$ cat src/rtl/vis_input_conditioner.sv
// ---------------------------------------------------------------------------
// vis_input_conditioner
//   Front end of the 32-bit seven-segment visualizer. Debounces the board
//   push-button into a half-select level, holds the CPU result word in a
//   stable display register (with optional freeze) and emits a periodic
//   scan tick for display pacing.
//
// Optional feature macro: AUTO_TOGGLE_EN
//   When defined, toggle_btn also inverts every AUTO_PERIOD cycles while the
//   button FSM is RELEASED. An accepted press restarts that period.
//
// Ports:
//   CLK         in   system clock, all logic on posedge
//   RST_N       in   synchronous active-low reset
//   btn_raw     in   asynchronous bouncy push-button, active-high
//   freeze      in   asynchronous level switch, 1 = hold displayed word
//   data_in     in   [31:0] CPU result word
//   data_valid  in   1-cycle qualifier for data_in
//   data_bits   out  [31:0] held word to visualizer
//   toggle_btn  out  half-select level (1 = low half, 0 = high half)
//   press_pulse out  1-cycle pulse per accepted press
//   scan_tick   out  1-cycle pulse every TICK_DIV cycles
//   frozen      out  synchronized freeze status
// ---------------------------------------------------------------------------
module vis_input_conditioner #(
    parameter logic [15:0] DEB_CYCLES  = 16'd50000,
    parameter logic [15:0] TICK_DIV    = 16'd1000,
    parameter logic [31:0] AUTO_PERIOD = 32'd50000000
) (
    input  logic        CLK,
    input  logic        RST_N,
    input  logic        btn_raw,
    input  logic        freeze,
    input  logic [31:0] data_in,
    input  logic        data_valid,
    output logic [31:0] data_bits,
    output logic        toggle_btn,
    output logic        press_pulse,
    output logic        scan_tick,
    output logic        frozen
);

    typedef enum logic [1:0] {
        RELEASED,
        PRESS_WAIT,
        PRESSED,
        RELEASE_WAIT
    } deb_state_t;

    logic        btn_meta_q, btn_sync_q;
    logic        frz_meta_q, frz_sync_q;
    deb_state_t  state_q, state_d;
    logic [15:0] deb_cnt_q, deb_cnt_d;
    logic        toggle_q, toggle_d;
    logic        press_q, press_d;
    logic [15:0] tick_cnt_q, tick_cnt_d;
    logic        scan_tick_q, scan_tick_d;
    logic [31:0] data_q, data_d;
    logic        press_accept;

    // Debounce FSM next-state
    always_comb begin
        state_d      = state_q;
        deb_cnt_d    = deb_cnt_q;
        press_accept = 1'b0;
        case (state_q)
            RELEASED: begin
                if (btn_sync_q) begin
                    state_d   = PRESS_WAIT;
                    deb_cnt_d = 16'd1;
                end
            end
            PRESS_WAIT: begin
                if (!btn_sync_q) begin
                    state_d   = RELEASED;
                    deb_cnt_d = '0;
                end else if (deb_cnt_q == DEB_CYCLES - 16'd1) begin
                    state_d      = PRESSED;
                    deb_cnt_d    = '0;
                    press_accept = 1'b1;
                end else begin
                    deb_cnt_d = deb_cnt_q + 16'd1;
                end
            end
            PRESSED: begin
                if (!btn_sync_q) begin
                    state_d   = RELEASE_WAIT;
                    deb_cnt_d = 16'd1;
                end
            end
            RELEASE_WAIT: begin
                if (btn_sync_q) begin
                    state_d   = PRESSED;
                    deb_cnt_d = '0;
                end else if (deb_cnt_q == DEB_CYCLES - 16'd1) begin
                    state_d   = RELEASED;
                    deb_cnt_d = '0;
                end else begin
                    deb_cnt_d = deb_cnt_q + 16'd1;
                end
            end
            default: begin
                state_d   = RELEASED;
                deb_cnt_d = '0;
            end
        endcase
        press_d = press_accept;
    end

`ifdef AUTO_TOGGLE_EN
    logic [31:0] auto_cnt_q, auto_cnt_d;

    // A press takes priority over a coincident auto swap: one inversion only.
    always_comb begin
        toggle_d   = toggle_q;
        auto_cnt_d = auto_cnt_q;
        if (press_accept) begin
            toggle_d   = ~toggle_q;
            auto_cnt_d = '0;
        end else if (state_q == RELEASED) begin
            if (auto_cnt_q == AUTO_PERIOD - 32'd1) begin
                toggle_d   = ~toggle_q;
                auto_cnt_d = '0;
            end else begin
                auto_cnt_d = auto_cnt_q + 32'd1;
            end
        end
    end

    always_ff @(posedge CLK) begin
        if (!RST_N) auto_cnt_q <= '0;
        else        auto_cnt_q <= auto_cnt_d;
    end
`else
    always_comb begin
        toggle_d = press_accept ? ~toggle_q : toggle_q;
    end
`endif

    // Scan tick is registered together with the counter, so it is high in
    // exactly the cycle the counter holds TICK_DIV-1.
    always_comb begin
        tick_cnt_d  = (tick_cnt_q == TICK_DIV - 16'd1) ? '0 : tick_cnt_q + 16'd1;
        scan_tick_d = (tick_cnt_d == TICK_DIV - 16'd1);
    end

    always_comb begin
        data_d = (data_valid && !frz_sync_q) ? data_in : data_q;
    end

    always_ff @(posedge CLK) begin
        if (!RST_N) begin
            btn_meta_q  <= 1'b0;
            btn_sync_q  <= 1'b0;
            frz_meta_q  <= 1'b0;
            frz_sync_q  <= 1'b0;
            state_q     <= RELEASED;
            deb_cnt_q   <= '0;
            toggle_q    <= 1'b1;
            press_q     <= 1'b0;
            tick_cnt_q  <= '0;
            scan_tick_q <= 1'b0;
            data_q      <= '0;
        end else begin
            btn_meta_q  <= btn_raw;
            btn_sync_q  <= btn_meta_q;
            frz_meta_q  <= freeze;
            frz_sync_q  <= frz_meta_q;
            state_q     <= state_d;
            deb_cnt_q   <= deb_cnt_d;
            toggle_q    <= toggle_d;
            press_q     <= press_d;
            tick_cnt_q  <= tick_cnt_d;
            scan_tick_q <= scan_tick_d;
            data_q      <= data_d;
        end
    end

    assign data_bits   = data_q;
    assign toggle_btn  = toggle_q;
    assign press_pulse = press_q;
    assign scan_tick   = scan_tick_q;
    assign frozen      = frz_sync_q;

endmodule

$ cat config.mk
export PLATFORM = sky130hd
export DESIGN_NAME = vis_input_conditioner
export DESIGN_NICKNAME = d
export VERILOG_FILES = /design/src/rtl/vis_input_conditioner.sv
export SDC_FILE = /design/constraint.sdc
export NUM_CORES = 1
export LEC_CHECK = 0
export ABC_CLOCK_PERIOD_IN_PS = 4300
export BUFFER_PORTS_ARGS = -buffer_cell sky130_fd_sc_hd__buf_4
export CORE_ASPECT_RATIO = 1.2
export CORE_MARGIN = 2
export CORE_UTILIZATION = 30
export DETAILED_ROUTE_END_ITERATION = 16
export PLACE_DENSITY = 0.61
export SLEW_MARGIN = 20
export SYNTH_ARGS = -nofsm -noshare
export SYNTH_HDL_FRONTEND = slang
export SYNTH_SLANG_ARGS = --single-unit
$ cat constraint.sdc
create_clock -name CLK -period 4.3 [get_ports CLK]
set_input_delay 0.43 -clock CLK [delete_from_list [all_inputs] [get_ports CLK]]
set_output_delay 0.43 -clock CLK [all_outputs]
set_load 0.02 [all_outputs]
==> impl_metrics.yaml <==
critical_path:
  cp-end-kind: "register"
  worst_r2r_endpoint: "deb_cnt_q[15]"
  crit_family: "XOR/XNOR gates"
  cp_max_fo: 15
  cp_cell_sequence: "xor2_1, o21ai_1, or4_1, a211oi_1"
  rrSetupSlack_ns: 1.86
  reg2reg_from: "btn_sync_q"
  cp_data_arrival_time_ns: 2.67
  worst-path-buf-inv: 0
  rr_worst_depth: 4
  start_kind: "register"
  cp_slowest_cell: "xor2_1"
  crit_type: "reg2reg"
  slowest_delay_ns: 0.85
  required_ns: 4.53
yosys:
  yosys.area.top_type: "dfxtp_1"
  yosys_warnings: 0
  synth_top_area_share_pct: 47.6
  synth_fa_ha_area_share_pct: 0.814
  yosys-top-cells-area: "dfxtp_1, nand2_1, a21oi_1"
  synth-seq-area-share_pct: 47.6
  syn_area_per_cell_sq_um: 8.40
  post_synth_xor_area_fraction_pct: 5.13
  ys_ff_latch: 73
  synth_cell_types: 44
  async_flop_share_pct: 0
  yosys.area_share.simple_pct: 28.0
  synth_nets: 405
  synth_compound_area_share_pct: 15.5
  muxShareOfSynthArea_pct: 0
  synth_cells: 366
  synth-edff-count: 0
  synth_top_family_by_area: "simple AND/OR/NAND/NOR gates"
  synth_area_sq_um: 3070
  synthFlopType: "dfxtp_1"
grt:
  grt_pass1_wl_um: 11200
  grt_pass1_vias: 2467
  grt-ovfl-total: 0
  track_usage_pct: 12.7
  grt_max_degree: 47
  antenna_found_initial: 0
clocking:
  cts_tree: "done"
  cts_root_buffer: "clkbuf_16"
  cts_buffer_depth: 2
  cts_hold_buf: 0
  post_cts_buffers: 0
  htreeDepth: 3
  clkLatencyLatePin_ns: 0.33
  cts.sink_count: 73
  clkTransAtPathRegs_ns: 0.06
  post_cts_resized: 0
  numCtsBuffers: 9
pwr:
  p_leak_nw: 1.58
  p_sw_mw: 0.372
  ir_drop_v: 0.000267
  power_frac_comb_pct: 8.1
  p_seq_share_pct: 43.1
  clockPowerShare_pct: 48.8
  power_mw: 1.66
  switching_share_pct: 22.4
  powerDensity_nw_per_um2: 409
  internal-power_mw: 1.28
worst_hold_path:
  min_to: "frz_meta_q"
  hold_path.startpoint: "freeze"
  min_path_cells: 2
  hp-class: "in2reg"
die:
  die_area_sq_um: 11100
  initial_core_util_pct: 30.7
  rows: 40
  core_area_sq_um: 10000
  top_level_ports: 73
  chipWidth_um: 96.4
  fp.dieH_um: 115
outcome:
  status: "completed"
timing:
  worst_slew_pin_slew_ns: 1.06
  finalSetupViolations: 0
  layout_min_cycle_time_ns: 2.44
  period_share_pct: 56.6
  clock_skew_ns: 0.00911
  hold_viol: 0
  setup-tns-final_ns: 0
  fmax_ghz: 0.411
  rsz0062_at_grt: "false"
  slew_headroom_pct: 28.8
  slew_violations: 0
route:
  vias: 2776
  via_per_inst: 4.95
  routed_wl_um: 7120
  wl_met2_um: 3210
  dr_wl_met3_um: 489
  firstDrtPassIters: 4
  drt-met1-wl_um: 3370
  drt_iter0_drc: 142
  ant_nets: 0
  drc: 0
  routedWlPerCell_um: 12.7
  dr.max_layer_used: "met4"
finish:
  final_nets: 469
  final_util_pct: 40.4
  final_cell_mix: "nand2_1, buf_4, dfxtp_1"
  drive_above_1_share_pct: 22.8
  area_delta_synth_final_pct: 31.6
  stdcell_count: 561
  largest_reg_flops: 32
  layout_commonest_cell: "nand2_1"
  n_antenna_cell: 0
  final_area_sq_um: 4040
place:
  io_buffer_count: 72
  gp_congestion: 0.843
  placed_cell_area_sq_um: 3710
  dpl.hpwl_um: 4970
  dp.cells: 545
job:
  drv_cap: 0
==> cells in the mapped netlist, types with 4 or more instances <==
cell	number
nand2_1	78
dfxtp_1	73
a21oi_1	38
clkbuf_1	19
nor2_1	16
xor2_1	16
nor3_1	11
o21ai_0	11
nand4_1	10
and2_1	9
nand3_1	9
and3_1	7
a211oi_1	5
o211ai_1	5
o31ai_1	5
or3_1	5
and4_1	4
==> logic make-up (layout without fill, tap and decap cells) <==
| group | Yosys count | after routing |
|---|---|---|
| AOI/OAI and AO/OA | 77 | 77 |
| xor gates and xnor gates | 18 | 18 |
| and+or+nand+nor | 172 | 172 |
| DFF | 73 | 73 |
| adders and majority gates | 2 | 2 |
| buffers and inverters | 24 | 93 |
==> routing by layer <==
layer  up-vias  GRT usage, %
li1       1417             -
met1      1278          16.4
met2        77          20.2
met3         4          4.46
met4         0          3.10
met5         -             0
==> layout make-up <==
cell class | count | area [sq um]
Clock buffer | 10 | 239
Clock inverter | 6 | 90.1
Fill cell | 1024 | 5970
Inverter | 3 | 11.3
Multi-Input combinational cell | 269 | 1530
Sequential cell | 73 | 1460
Tap cell | 126 | 158
Timing Repair Buffer | 74 | 556
==> worst max path at each step <==
stage                    endpoint          start  cells past startpoint  slack, ns
floorplan               scan_tick  tick_cnt_q[7]                      5       2.53
global placement    deb_cnt_q[15]     btn_sync_q                      4       2.01
detailed placement   deb_cnt_q[8]     btn_sync_q                      4       1.94
CTS                  deb_cnt_q[7]     btn_sync_q                      4       1.92
global route         deb_cnt_q[7]     btn_sync_q                      4       1.73
finish              deb_cnt_q[15]     btn_sync_q                      4       1.86
==> power by group through the flow <==
stage / sequential, mW / clock, mW / combinational, mW
6_report: 0.714 / 0.808 / 0.133
5_1_grt: 0.716 / 0.865 / 0.147
4_1_cts: 0.714 / 0.833 / 0.136
3_5_place_dp: 0.729 / 0 / 0.136
3_3_place_gp: 0.728 / 0 / 0.133
2_1_floorplan: 0.747 / 0 / 0.0497
==> per-stage QoR <==
stage	setup slack (ns)	hold WS, ns
after global routing	1.73	0.300
after CTS	1.92	0.302
final	1.86	0.306
after detailed placement	1.94	0.418
after global placement	2.01	0.419
after floorplan	2.53	0.412
==> worst register-to-register path: stages (launching register included) <==
cell,delay (ns)
dfxtp_1,0.36
xor2_1,0.85
o21ai_1,0.34
or4_1,0.54
a211oi_1,0.24
Note: power is estimated with default switching activity, not from simulation.
